$ cat config.mk
export PLATFORM = sky130hd
export DESIGN_NAME = apb_master_ctrl
export DESIGN_NICKNAME = d
export VERILOG_FILES = /design/src/rtl/apb_master_ctrl.sv
export SDC_FILE = /design/constraint.sdc
export NUM_CORES = 1
export LEC_CHECK = 0
export CAP_MARGIN = 20
export CELL_PAD_IN_SITES_DETAIL_PLACEMENT = 0
export CELL_PAD_IN_SITES_GLOBAL_PLACEMENT = 1
export CORE_ASPECT_RATIO = 0.9
export CORE_MARGIN = 2
export CORE_UTILIZATION = 27
export DETAILED_ROUTE_END_ITERATION = 8
export PLACE_DENSITY_LB_ADDON = 0.1
export SYNTH_ARGS = -nofsm -noshare
export SYNTH_HDL_FRONTEND = slang
export SYNTH_SLANG_ARGS = --single-unit
$ cat constraint.sdc
create_clock -name i_pclk -period 3.6 [get_ports i_pclk]
set_clock_uncertainty 0.15 [all_clocks]
set_input_delay 0.72 -clock i_pclk [delete_from_list [all_inputs] [get_ports i_pclk]]
set_output_delay 0.72 -clock i_pclk [all_outputs]
set_load 0.1 [all_outputs]
$ cat src/rtl/apb_master_ctrl.sv
// apb_master_ctrl: single-outstanding APB master.
// Converts a valid/ready command into an APB SETUP/ACCESS transfer and
// returns read data and error status on a valid/ready response port.
// A slave that holds pready low for too long is aborted by an ACCESS-phase timeout.
module apb_master_ctrl #(
  parameter int A_WIDTH  = 32,
  parameter int WD_WIDTH = 32,
  parameter int RD_WIDTH = 32,
  parameter int TIMEOUT  = 16
) (
  input  logic                i_pclk,
  input  logic                i_preset,
  // command port
  input  logic                i_req_valid,
  output logic                o_req_ready,
  input  logic                i_req_write,
  input  logic [A_WIDTH-1:0]  i_req_addr,
  input  logic [WD_WIDTH-1:0] i_req_wdata,
  // response port
  output logic                o_rsp_valid,
  input  logic                i_rsp_ready,
  output logic [RD_WIDTH-1:0] o_rsp_rdata,
  output logic                o_rsp_err,
  output logic                o_rsp_timeout,
  // APB master side
  output logic [A_WIDTH-1:0]  o_paddr,
  output logic                o_pwrite,
  output logic [WD_WIDTH-1:0] o_pwdata,
  output logic                o_psel,
  output logic                o_penable,
  input  logic [RD_WIDTH-1:0] i_prdata,
  input  logic                i_pready,
  input  logic                i_pslverr
);

  localparam int CW = (TIMEOUT < 1) ? 1 : $clog2(TIMEOUT + 1);
  localparam logic [CW-1:0] TO_LAST = CW'((TIMEOUT == 0) ? 0 : TIMEOUT - 1);

  typedef enum logic [1:0] {
    IDLE,
    SETUP,
    ACCESS,
    RESP
  } state_t;

  state_t        state;
  state_t        state_nx;
  logic [CW-1:0] cnt;
  logic          to_hit;

  // The final allowed ACCESS cycle is reached; a pready in this cycle still wins.
  assign to_hit = (TIMEOUT != 0) && (cnt == TO_LAST);

  // Outputs decoded from state only; psel/penable drop with the async reset.
  assign o_req_ready = (state == IDLE);
  assign o_psel      = (state == SETUP) || (state == ACCESS);
  assign o_penable   = (state == ACCESS);
  assign o_rsp_valid = (state == RESP);

  // State register.
  always_ff @(posedge i_pclk or posedge i_preset) begin
    if (i_preset) state <= IDLE;
    else          state <= state_nx;
  end

  // Next-state decode.
  always_comb begin
    state_nx = state;
    case (state)
      IDLE:    if (i_req_valid) state_nx = SETUP;
      SETUP:   state_nx = ACCESS;
      ACCESS:  if (i_pready || to_hit) state_nx = RESP;
      RESP:    if (i_rsp_ready) state_nx = IDLE;
      default: state_nx = IDLE;
    endcase
  end

  // Command latch, timeout counter and response capture.
  always_ff @(posedge i_pclk or posedge i_preset) begin
    if (i_preset) begin
      o_paddr       <= '0;
      o_pwrite      <= 1'b0;
      o_pwdata      <= '0;
      o_rsp_rdata   <= '0;
      o_rsp_err     <= 1'b0;
      o_rsp_timeout <= 1'b0;
      cnt           <= '0;
    end else begin
      case (state)
        IDLE: begin
          if (i_req_valid) begin
            o_paddr  <= i_req_addr;
            o_pwrite <= i_req_write;
            o_pwdata <= i_req_write ? i_req_wdata : '0;
          end
        end
        SETUP: cnt <= '0;
        ACCESS: begin
          if (i_pready) begin
            o_rsp_rdata   <= o_pwrite ? '0 : i_prdata;
            o_rsp_err     <= i_pslverr;
            o_rsp_timeout <= 1'b0;
          end else if (to_hit) begin
            o_rsp_rdata   <= '0;
            o_rsp_err     <= 1'b1;
            o_rsp_timeout <= 1'b1;
          end else if (cnt != '1) begin
            cnt <= cnt + 1'b1;
          end
        end
        default: ;
      endcase
    end
  end

endmodule

; Word level (Yosys, flattened, before mapping)
; Cells that the tools add are included.
[classes]
n_reduce_logical = 9
eq_ne = 11
n_addsub = 1
mux = 15
[ops]
columns = operator, count
row1 = $mux 32, 4
row2 = $mux 5, 3
row3 = $pmux 5 s2, 1
row4 = $pmux 2 s4, 1
row5 = $mux 2, 3
row6 = $ne 2x1->1 const B, 3
row7 = $ne 2x2->1 const B, 3
row8 = $add 5x1->5 const B, 1
row9 = $eq 5x4->1 const B, 1
row10 = $ne 5x5->1 const B, 1
row11 = $eq 2x2->1 const B, 2
row12 = $reduce_and 2->1, 2
row13 = $reduce_and 4->1, 1
row14 = $reduce_bool 2->1, 2
row15 = $mux 1, 3
row16 = $reduce_and 3->1, 1
row17 = $eq 2x1->1 const B, 1
row18 = $logic_not 2->1, 1
row19 = $logic_or 1x1->1, 2
[totals]
output_inout_bits = 103
regBits = 106
inputBits = 103

; Longest topological paths before layout
; Gate-level depths: netlist (run 1).
[depth]
word_depth = 5
depth_mapped = 8

; Worst setup path before layout (run 1)
; No wires, ideal clock.
[synth_timing]
path_kind = register to register
start = register state[0]
end = register cnt[0]
path_buffers = 1
setup_ps = 123
t_required_ps = 3327
arrival_ps = 2273
path_stages_with_launch = 7
slack_ps = 1054
path_cell_list = dfrtp_1 -> inv_1 -> ha_1 -> clkbuf_2 -> or4b_1 -> nand3_1 -> o21ai_1
[synth_between]
elab_chain_cells = 3
word_cells_on_any_way = 8
classes_between = eq/ne: 5 / mux: 1 / reduce/logical: 2
[synth_lines]
columns = item, line
row1 = from (decl), 46  ; state_t state;
row2 = from (signal assigned), 63  ; else state <= state_nx;
row3 = $eq 2x2->1 (*), -
row4 = named net o_penable, 30  ; output logic o_penable,
row5 = "$ne 2x1->1 (no source line), or another cell as far along", -
row6 = $reduce_and 4->1 (no source line), -
row7 = to (signal assigned), 108  ; cnt <= cnt + 1'b1;
row8 = to (decl), 48  ; logic [CW-1:0] cnt;
; The timed path passes the listed nets; every way through them passes the cells marked *.
; A chain may end at the register's enable or synchronous reset.

; Worst setup path in the final report (run 1)
[layout_timing]
start = register o_pwdata[31]
end = output port o_pwdata[31]
[layout_lines]
columns = item, line
row1 = from (decl), 28  ; output logic [WD_WIDTH-1:0] o_pwdata,
row2 = from (signal assigned), 94  ; o_pwdata <= i_req_write ? i_req_wdata : '0;
; No word-level cell between the ends.

==> metrics.md, run 1 <==
| Metric | Value |
|---|---|
| Sequential cell area | 2650 µm² |
| Cells after Synth | about 400 |
| Crit path to | o_pwdata[31] |
| Most Crowded Layer GR | met2 |
| Global-route wire length before repair | 17600 µm |
| Internal reg-to-reg setup slack | 1.38 ns |
| RSZ-0062 raised after global routing | false |
| CTS resizes | 0 |
| Die area | ~17000 µm² |
| Met3 usage | ~6.5% |
| DRC | 0 |
| Final setup violation count | 0 |
| CTS tree | built |
| Fraction of registers with async set/reset | 100% |
| Syn avg cell area | 10.6 µm² |
| Drt wl/cell | 14.2 µm |
| Initial DRC count | 152 |
| Cts-stage hold buffer count | 0 |
| Reg clk slew, reported paths | 0.07 ns |
| Port buffer count | just over 200 |
| Commonest cells post-synth | 135 x nand2_1, 106 x dfrtp_1, 37 x o21ai_1 |
| Met1 Use GR | 17.4% |
| Post-Synth Adder-Cell Area | 2.35% |
| Largest family of logic cells by synthesized area | simple AND/OR/NAND/NOR gates |
| Hold Violations, Final | 0 |
| Setup TNS | 0 ns |
| Worst slew pin tran | 1.01 ns |
| Post-synth EDFFs | 0 |
| Clock Sinks | 106 |
| Initial antenna violation count | 0 |
| F_max | approximately 0.37 GHz |
| CP max-delay cell | clkdlybuf4s50_1 |
| Register area share after synthesis | 62.3% |
| Synthesized net count | slightly above 500 |
| Kind of critical path | flop to output pin |
| Simple-gate share of the synthesized area | 13.7% |
| Mux contribution to synthesized area | a little under a tenth |
| GRT Util Overall | 13.7% |
| DRT Wirelength | 11400 µm |
| Outcome | complete, no violations |
| Reg2reg end | o_rsp_rdata[30] |
| Crit path cell chain | clkdlybuf4s50_1 |
| XOR/XNOR share of the synthesized area | 0% |
| Primary FF master, synth | dfrtp_1 |
| Layout cells sized above 1 | 15.9% |
| # nets final | 710 |
| Final Cycle Share | 75.7% |
| Reg2reg start | cnt[0] |
| Area grow syn2layout | 57.9% |
| Initial Util | 27.6% |
| #FFs+latches synth | 106 |
| Max-Cap Viols | 0 |
| Worst Path Buf+Inv | 1 |
| Die height | 123 µm |
| 1st-pass router iterations | 4 |
| Most common cell in the netlist | nand2_1 |
| Number of diodes | 0 |
| I/O pin cnt | 206 |
| Critical Path RT | 2.73 ns |
| Compound-Gate Fraction of Synth Area | 8.85% |
| Tmin final | 2.73 ns |
| DR vias/cell | ~4.2 |
| Top cell type's share of synthesized area | 62.3% |
| Cell variety after synth | 24 |
| Top delay family on crit path | buffers and inverters |
| RD Place Congestion | 0.683 |
| Worst min-delay path class | flop to flop |
| CP peak stage delay | 1.14 ns |
| Mapped cell area | 4260 µm² |
| Multi-input logic area | between 1000 and 1500 µm² |
| R2r worst-path depth | 6 |
| Setup repair bufs after CTS | 0 |
| Vias in the first global route | 3416 |
| Worst-path fanout max | 2 |
| H-Tree Depth | 3 |
| Rows | 43 |
| Max transition margin | 32.8% |
| Crit end category | output pin |
| Core footprint | 15400 µm² |
| Max-slew violations | 0 |
| Largest net degree at the start of global routing | 107 |
| Placed cell areas | 6420 µm² |
| Filler cell count | 1514 |
| Remaining antenna violation count | 0 |
| Die width | 136 µm |
| Root buf cell | clkbuf_16 |
| Top cells by area, synth | dfrtp_1 62%, nand2_1 12%, mux2_2 6.9% |
| Clock Path Buffers | 2 |
| Via Count | 3394 |
| Core Util, Final | 43.5% |
| Post-DP HPWL | 7970 µm |
| Crit path from | o_pwdata[31] |
| Crit path depth | 1 |
| Crit path launch type | flop |
| Arr. time, crit path | 1.86 ns |
| CTS Buf Count | 9 |
| Finished Cell Area | 6720 µm² |
| Yosys top cell by area | dfrtp_1 |
| Yosys warns | 0 |
| GR Overflow Total | 0 |
| Clock Latency Late Sink | 0.35 ns |
| Met2 usage | roughly 21% |
[per-layer routing]
layer / vias up / share of wire, %
met4: 0 / 1.1
met2: 126 / 45
met3: 11 / 9.5
met1: 1543 / 44
li1: 1714 / -
met5: - / 0
[logic make-up (layout without fill, tap and decap cells)]
family	after synthesis	after routing
AND/OR/NAND/NOR	147	147
flip-flops	106	106
AO/OA/AOI/OAI	73	73
multiplexers	36	36
buffers and inverters	33	233
adder cells (fa/ha/maj)	8	8
[sequential cells by signal, summed over array words and instances, names as in the netlist]
name / count
o_paddr: 32
o_pwdata: 32
o_rsp_rdata: 32
cnt: 5
state: 2
o_pwrite: 1
o_rsp_err: 1
o_rsp_timeout: 1
[stage by stage]
step	setup slack (ns)	std cells	hold WS, ns
3_5_place_dp	1.06	790	0.314
6_report	0.875	805	0.331
4_1_cts	0.851	805	0.325
2_1_floorplan	1.05	403	0.287
5_1_grt	0.812	805	0.363
3_3_place_gp	1.07	790	0.311
[cell type report]
| type | instances | share of cell area, % |
|---|---|---|
| Tap cell | 202 | 3.76 |
| Inverter | 7 | 0.447 |
| Clock buffer | 11 | 3.76 |
| Timing Repair Buffer | 211 | 29.7 |
| Multi-Input combinational cell | 264 | 22.1 |
| Clock inverter | 4 | 0.763 |
| Sequential cell | 106 | 39.5 |
[cells in the final DEF, fill, tap and decap left out, types with 3 or more instances in the layout]
cell type / netlist / layout
o21ai_0: 30 / 30
o21ai_1: 37 / 36
clkdlybuf4s50_1: 0 / 161
buf_4: 0 / 49
mux2_1: 8 / 8
nor2_1: 3 / 3
mux2_2: 26 / 26
dfrtp_1: 106 / 106
ha_1: 8 / 8
nand3_1: 3 / 3
clkbuf_16: 0 / 9
nand2_1: 135 / 134
inv_1: 7 / 6
a21oi_1: 3 / 3
[worst min-delay path by stage]
stage                     from               to  slack (ns)  depth (start not counted)
5_1_grt                 cnt[3]           cnt[3]        0.36                          1
4_1_cts                 cnt[3]           cnt[3]        0.33                          1
3_3_place_gp   o_rsp_rdata[29]  o_rsp_rdata[29]        0.31                          2
3_5_place_dp            cnt[3]           cnt[3]        0.31                          1
6_report                cnt[3]           cnt[3]        0.33                          1
2_1_floorplan           cnt[3]           cnt[3]        0.29                          1
Power of run 1 is not shown: default switching activity piles up to over one toggle a cycle in this logic, so the estimate is an artifact.
==> inputs of run 2 (changes only) <==
- CORE_UTILIZATION: 27 -> 30
- clock period: 3.6 -> 2.8 ns (I/O delays scaled with it)
==> run 2 against run 1 <==
  * First-iteration DRC count down 3.9%
  * Via count grew 0.38%
  * Routed wire length decreased by 0.77%
  * Worst setup slack got worse by 0.35 ns
  * Largest cell class unchanged
  * Global-route usage grew 1.4 points
  * Flip-flop and latch count stayed put
  * Non-clock buffer count increased by 5
  * Critical path depth rose by 2
  * Utilization rose by 3.7 points
  * Register-to-register slack worse by 0.79 ns
==> metrics.md, run 2 (synthesis gave the netlist of run 1 again) <==
| Metric | Value |
|---|---|
| Outcome | complete, no violations |
| Crit path launch type | flop |
| Drt wl/cell | 14.1 µm (-0.28%) |
| CTS tree | built |
| Largest net degree at the start of global routing | 107 (unchanged) |
| Rows | 41 (-4.7%) |
| Critical Path RT | 2.09 ns (-0.64 ns) |
| Post-DP HPWL | 7960 µm (-0.18%) |
| Final Cycle Share | ~81% |
| Hold Violations, Final | 0 (unchanged) |
| H-Tree Depth | 3 (unchanged) |
| Max-Cap Viols | 0 (unchanged) |
| Arr. time, crit path | 1.56 ns (-0.30 ns) |
| Initial Util | 30.5% (+2.9 points) |
| Reg2reg start | cnt[0] |
| Worst slew pin tran | 0.605 ns (-0.400 ns) |
| Vias in the first global route | 3343 (-2.1%) |
| Layout cells sized above 1 | 26.3% (+10 points) |
| Tmin final | 2.27 ns |
| Clock Latency Late Sink | 0.35 ns (about the same) |
| Remaining antenna violation count | 0 (unchanged) |
| Die area | 15200 µm² (-9.7%) |
| Most frequent cells in the layout | 134 x nand2_1, 111 x buf_4, 106 x dfrtp_1, 102 x clkdlybuf4s50_1, 36 x o21ai_1 |
| F_max | between 0.4 and 0.5 GHz |
| DRC | 0 (unchanged) |
| Internal reg-to-reg setup slack | 0.59 ns (-0.79 ns) |
| Core footprint | 14000 µm² (-9.6%) |
| Clock Sinks | 106 (unchanged) |
| DR vias/cell | 4.25 (+0.88%) |
| CTS resizes | 0 (unchanged) |
| Die width | 130 µm (-5.0%) |
| Number of diodes | 0 (unchanged) |
| DRT Wirelength | 11300 µm (-0.77%) |
| Crit path from | state[0] |
| Reg2reg end | cnt[4] |
| Setup repair bufs after CTS | 0 (unchanged) |
| Initial antenna violation count | 0 (unchanged) |
| Area grow syn2layout | 54.8% |
| Cts-stage hold buffer count | 0 (unchanged) |
| Worst-path fanout max | 10 (+8) |
| Max transition margin | 59.7% (+27 points) |
| Reg clk slew, reported paths | 0.07 ns (about the same) |
| RSZ-0062 raised after global routing | false |
| Final setup violation count | 0 (unchanged) |
| Max-slew violations | 0 (unchanged) |
| R2r worst-path depth | 6 (unchanged) |
| CTS Buf Count | 9 (unchanged) |
| Initial DRC count | 146 (-3.9%) |
| I/O pin cnt | 206 (unchanged) |
| Root buf cell | clkbuf_16 |
| GRT Util Overall | 15.1% (+1.4 points) |
| Most common cell after layout, fill and taps aside | nand2_1 |
| Clock Path Buffers | 2 (unchanged) |
| Kind of critical path | flop to output pin |
| Port buffer count | 205 (unchanged) |
| Via Count | 3407 (+0.38%) |
| 1st-pass router iterations | 4 (unchanged) |
| Crit end category | output pin |
| Die height | 117 µm (-5.0%) |
| Setup TNS | 0 ns (unchanged) |
| Largest regs | o_paddr x32, o_pwdata x32, o_rsp_rdata x32 |
| Crit path to | o_penable |
| Worst min-delay path class | flop to flop |
| # nets final | 715 (+0.70%) |
| RD Place Congestion | 0.763 (+12%) |
| Global-route wire length before repair | 17500 µm (-0.31%) |
| GR Overflow Total | 0 (unchanged) |
run 2: worst max-delay path, cell delays in order, from the launching register on:
cell	delay, ns
dfrtp_1	0.42
inv_1	0.12
ha_1	0.44
buf_12	0.24
run 2: worst min-delay path by stage:
stage / from / to / cells after the start
final: cnt[3] / cnt[3] / 1
after global routing: cnt[3] / cnt[3] / 1
after CTS: o_pwdata[31] / o_pwdata[31] / 2
after detailed placement: o_pwdata[27] / o_pwdata[27] / 2
after global placement: cnt[3] / cnt[3] / 1
after floorplan: cnt[3] / cnt[3] / 1
run 2: stage by stage:
step | setup WS [ns] | utilization (%) | instances | cell area, µm² | hold slack (ns)
CTS | 0.504 | 47.2 | 801 | 6590 | 0.337
floorplan | 0.254 | - | 403 | 4260 | 0.287
global placement | 0.499 | 45.3 | 786 | 6320 | 0.309
global route | 0.432 | 47.2 | 801 | 6590 | 0.352
detailed placement | 0.462 | 45.3 | 786 | 6320 | 0.321
finish | 0.529 | 47.2 | 801 | 6590 | 0.332
run 2: per-layer routing:
layer,global-route usage [%],share of wire [%]
met4,4.09,1.0
met1,19.2,43
met3,7.95,11
met5,0,0
met2,22.6,45
run 2: cell type report:
| class | count | area, µm² |
|---|---|---|
| multi-input combinational | 264 | 1480 |
| timing repair buffer | 216 | 1910 |
| clock buffer | 10 | 239 |
| tap | 193 | 241 |
| fill | 1347 | 7360 |
| inverter | 7 | 30.0 |
| clock inverter | 5 | 31.3 |
| sequential | 106 | 2650 |
Power of run 2 is left out for the same reason.
==> inputs of run 3 (changes only) <==
- clock period: 2.8 -> 2.3 ns (I/O delays scaled with it)
==> run 3 against run 2 <==
  * First-iteration DRC count is 8.2% higher
  * Sequential share of layout area is 1.1 points lower
  * Die area stayed put
  * Register-to-register slack worse by 0.38 ns
  * Critical path type is now flop to flop
  * Critical endpoint is now state[1]
  * Largest cell class unchanged
==> metrics.md, run 3 (synthesis gave the netlist of run 1 again) <==
| Metric | Value |
|---|---|
| Reg clk slew, reported paths | 0.08 ns (about the same) |
| Global-route wire length before repair | 17300 µm (-1.3%) |
| Final setup violation count | 0 (unchanged) |
| Rows | 41 (unchanged) |
| Worst slew pin tran | 0.398 ns (-0.207 ns) |
| Die area | 15200 µm² (unchanged) |
| Die height | 117 µm (unchanged) |
| 1st-pass router iterations | 4 (unchanged) |
| Most frequent cells in the layout | 134 x nand2_1, 109 x buf_4, 106 x dfrtp_1, 102 x clkdlybuf4s50_1, 36 x o21ai_1 |
| Max-slew violations | 0 (unchanged) |
| Number of diodes | 0 (unchanged) |
| Kind of critical path | flop to flop |
| Arr. time, crit path | 2.17 ns (+0.61 ns) |
| Root buf cell | clkbuf_16 |
| Setup WS post-layout | 0.205 ns (-0.323 ns) |
| Clock Sinks | 106 (unchanged) |
| Die width | 130 µm (unchanged) |
| Via Count | 3454 (+1.4%) |
| Initial Util | 30.5% (unchanged) |
| Largest regs | o_paddr x32, o_pwdata x32, o_rsp_rdata x32 |
| GR Overflow Total | 0 (unchanged) |
| # nets final | 720 (+0.70%) |
| Worst-path fanout max | 5 (-5) |
| H-Tree Depth | 3 (unchanged) |
| Post-DP HPWL | 8170 µm (+2.7%) |
| Hold Violations, Final | 0 (unchanged) |
| Vias in the first global route | 3387 (+1.3%) |
| Final Cycle Share | between 90% and 100% |
| RSZ-0062 raised after global routing | false |
| GRT Util Overall | 14.9% (-0.24 points) |
| Port buffer count | 205 (unchanged) |
| Clock Path Buffers | 2 (unchanged) |
| Filler cell count | 1330 (-1.3%) |
| CP peak stage delay | 0.40 ns (-0.04 ns) |
| Max transition margin | 73.4% (+14 points) |
| WHS | 0.288 ns (-0.0444 ns) |
| Core Util, Final | 48.6% (+1.4 points) |
| F_max | ~0.48 GHz |
| Multi-input logic area | 1500 µm² (+0.76%) |
| Worst min-delay path class | primary input to asynchronous set/reset pin |
| Clock Latency Late Sink | 0.35 ns (about the same) |
| Sequential cell area | 2650 µm² (unchanged) |
| Layout cells sized above 1 | 27.7% (+1.4 points) |
| Max-Cap Viols | 0 (unchanged) |
| Setup TNS | 0 ns (unchanged) |
| Initial antenna violation count | 0 (unchanged) |
| Tmin final | 2.09 ns |
| Largest net degree at the start of global routing | 59 (-45%) |
| I/O pin cnt | 206 (unchanged) |
| DR vias/cell | 4.28 (+0.63%) |
| Crit path cell chain | ha_1 -> and3_1 -> ha_2 -> nor2_1 -> a222oi_1 -> mux2_1 |
| Initial DRC count | 158 (+8.2%) |
| Crit end category | flop |
| CTS tree | built |
| Core footprint | 14000 µm² (unchanged) |
| Crit path launch type | flop |
| Area grow syn2layout | 59.4% |
| Remaining antenna violation count | 0 (unchanged) |
| DRT Wirelength | 11100 µm (-1.5%) |
| CTS Buf Count | 9 (unchanged) |
| RD Place Congestion | 0.767 (+0.54%) |
| Critical Path RT | 2.38 ns (+0.29 ns) |
| Most common cell after layout, fill and taps aside | nand2_1 |
| Place WS | 0.124 ns (-0.338 ns) |
| Setup repair bufs after CTS | 0 (unchanged) |
| Drt wl/cell | 13.8 µm (-2.3%) |
| DRC | 0 (unchanged) |
| Outcome | complete, no violations |
| CP max-delay cell | dfrtp_1 |
==> run 3: what timing repair did <==
item	CTS	global route
setup endpoints to repair	0	2
resized for setup	0	2
hold buffers	0	0
==> run 3: path summary, 6_finish.rpt <==
kind | from | slack, ns | endpoint | cells after the start
worst max-delay path | cnt[0] | 0.21 | state[1] | 6
worst min-delay path | i_preset | 0.29 | o_paddr[25] | 2
worst max register to register | cnt[0] | 0.21 | state[1] | 6
worst min register to register | cnt[3] | 0.33 | cnt[3] | 1
max in group asynchronous | i_preset | 1.14 | o_paddr[28] | 3
min in group i_pclk | cnt[3] | 0.33 | cnt[3] | 1
==> run 3: cell type report <==
| class | count | area share (%) |
|---|---|---|
| clock buffers | 9 | 3.32 |
| well taps | 193 | 3.56 |
| inverters | 7 | 0.443 |
| clock inverters | 7 | 1.49 |
| multi-input cells | 264 | 22.0 |
| flip-flops and latches | 106 | 39.1 |
| repair buffers | 221 | 30.1 |
==> run 3: layer usage <==
| metal | routed length [µm] | GRT usage [%] |
|---|---|---|
| met5 | 0 | 0 |
| met3 | 1240 | 7.95 |
| met2 | 4820 | 21.8 |
| met1 | 4770 | 18.3 |
| met4 | 305 | 6.02 |
==> run 3: through the flow <==
stage / std cells / area [µm²]
6_report: 807 / 6790
5_1_grt: 807 / 6790
3_3_place_gp: 791 / 6450
4_1_cts: 807 / 6780
2_1_floorplan: 403 / 4270
3_5_place_dp: 791 / 6450
==> run 3: worst max-delay path: cells and delay by family (launching register included) <==
family,cells,cell delay [ns]
DFF,1,0.40
muxes,1,0.36
and+or+nand+nor,2,0.27
AOI/OAI and AO/OA,1,0.36
adders and majority gates,2,0.44
Power of run 3 is left out for the same reason.
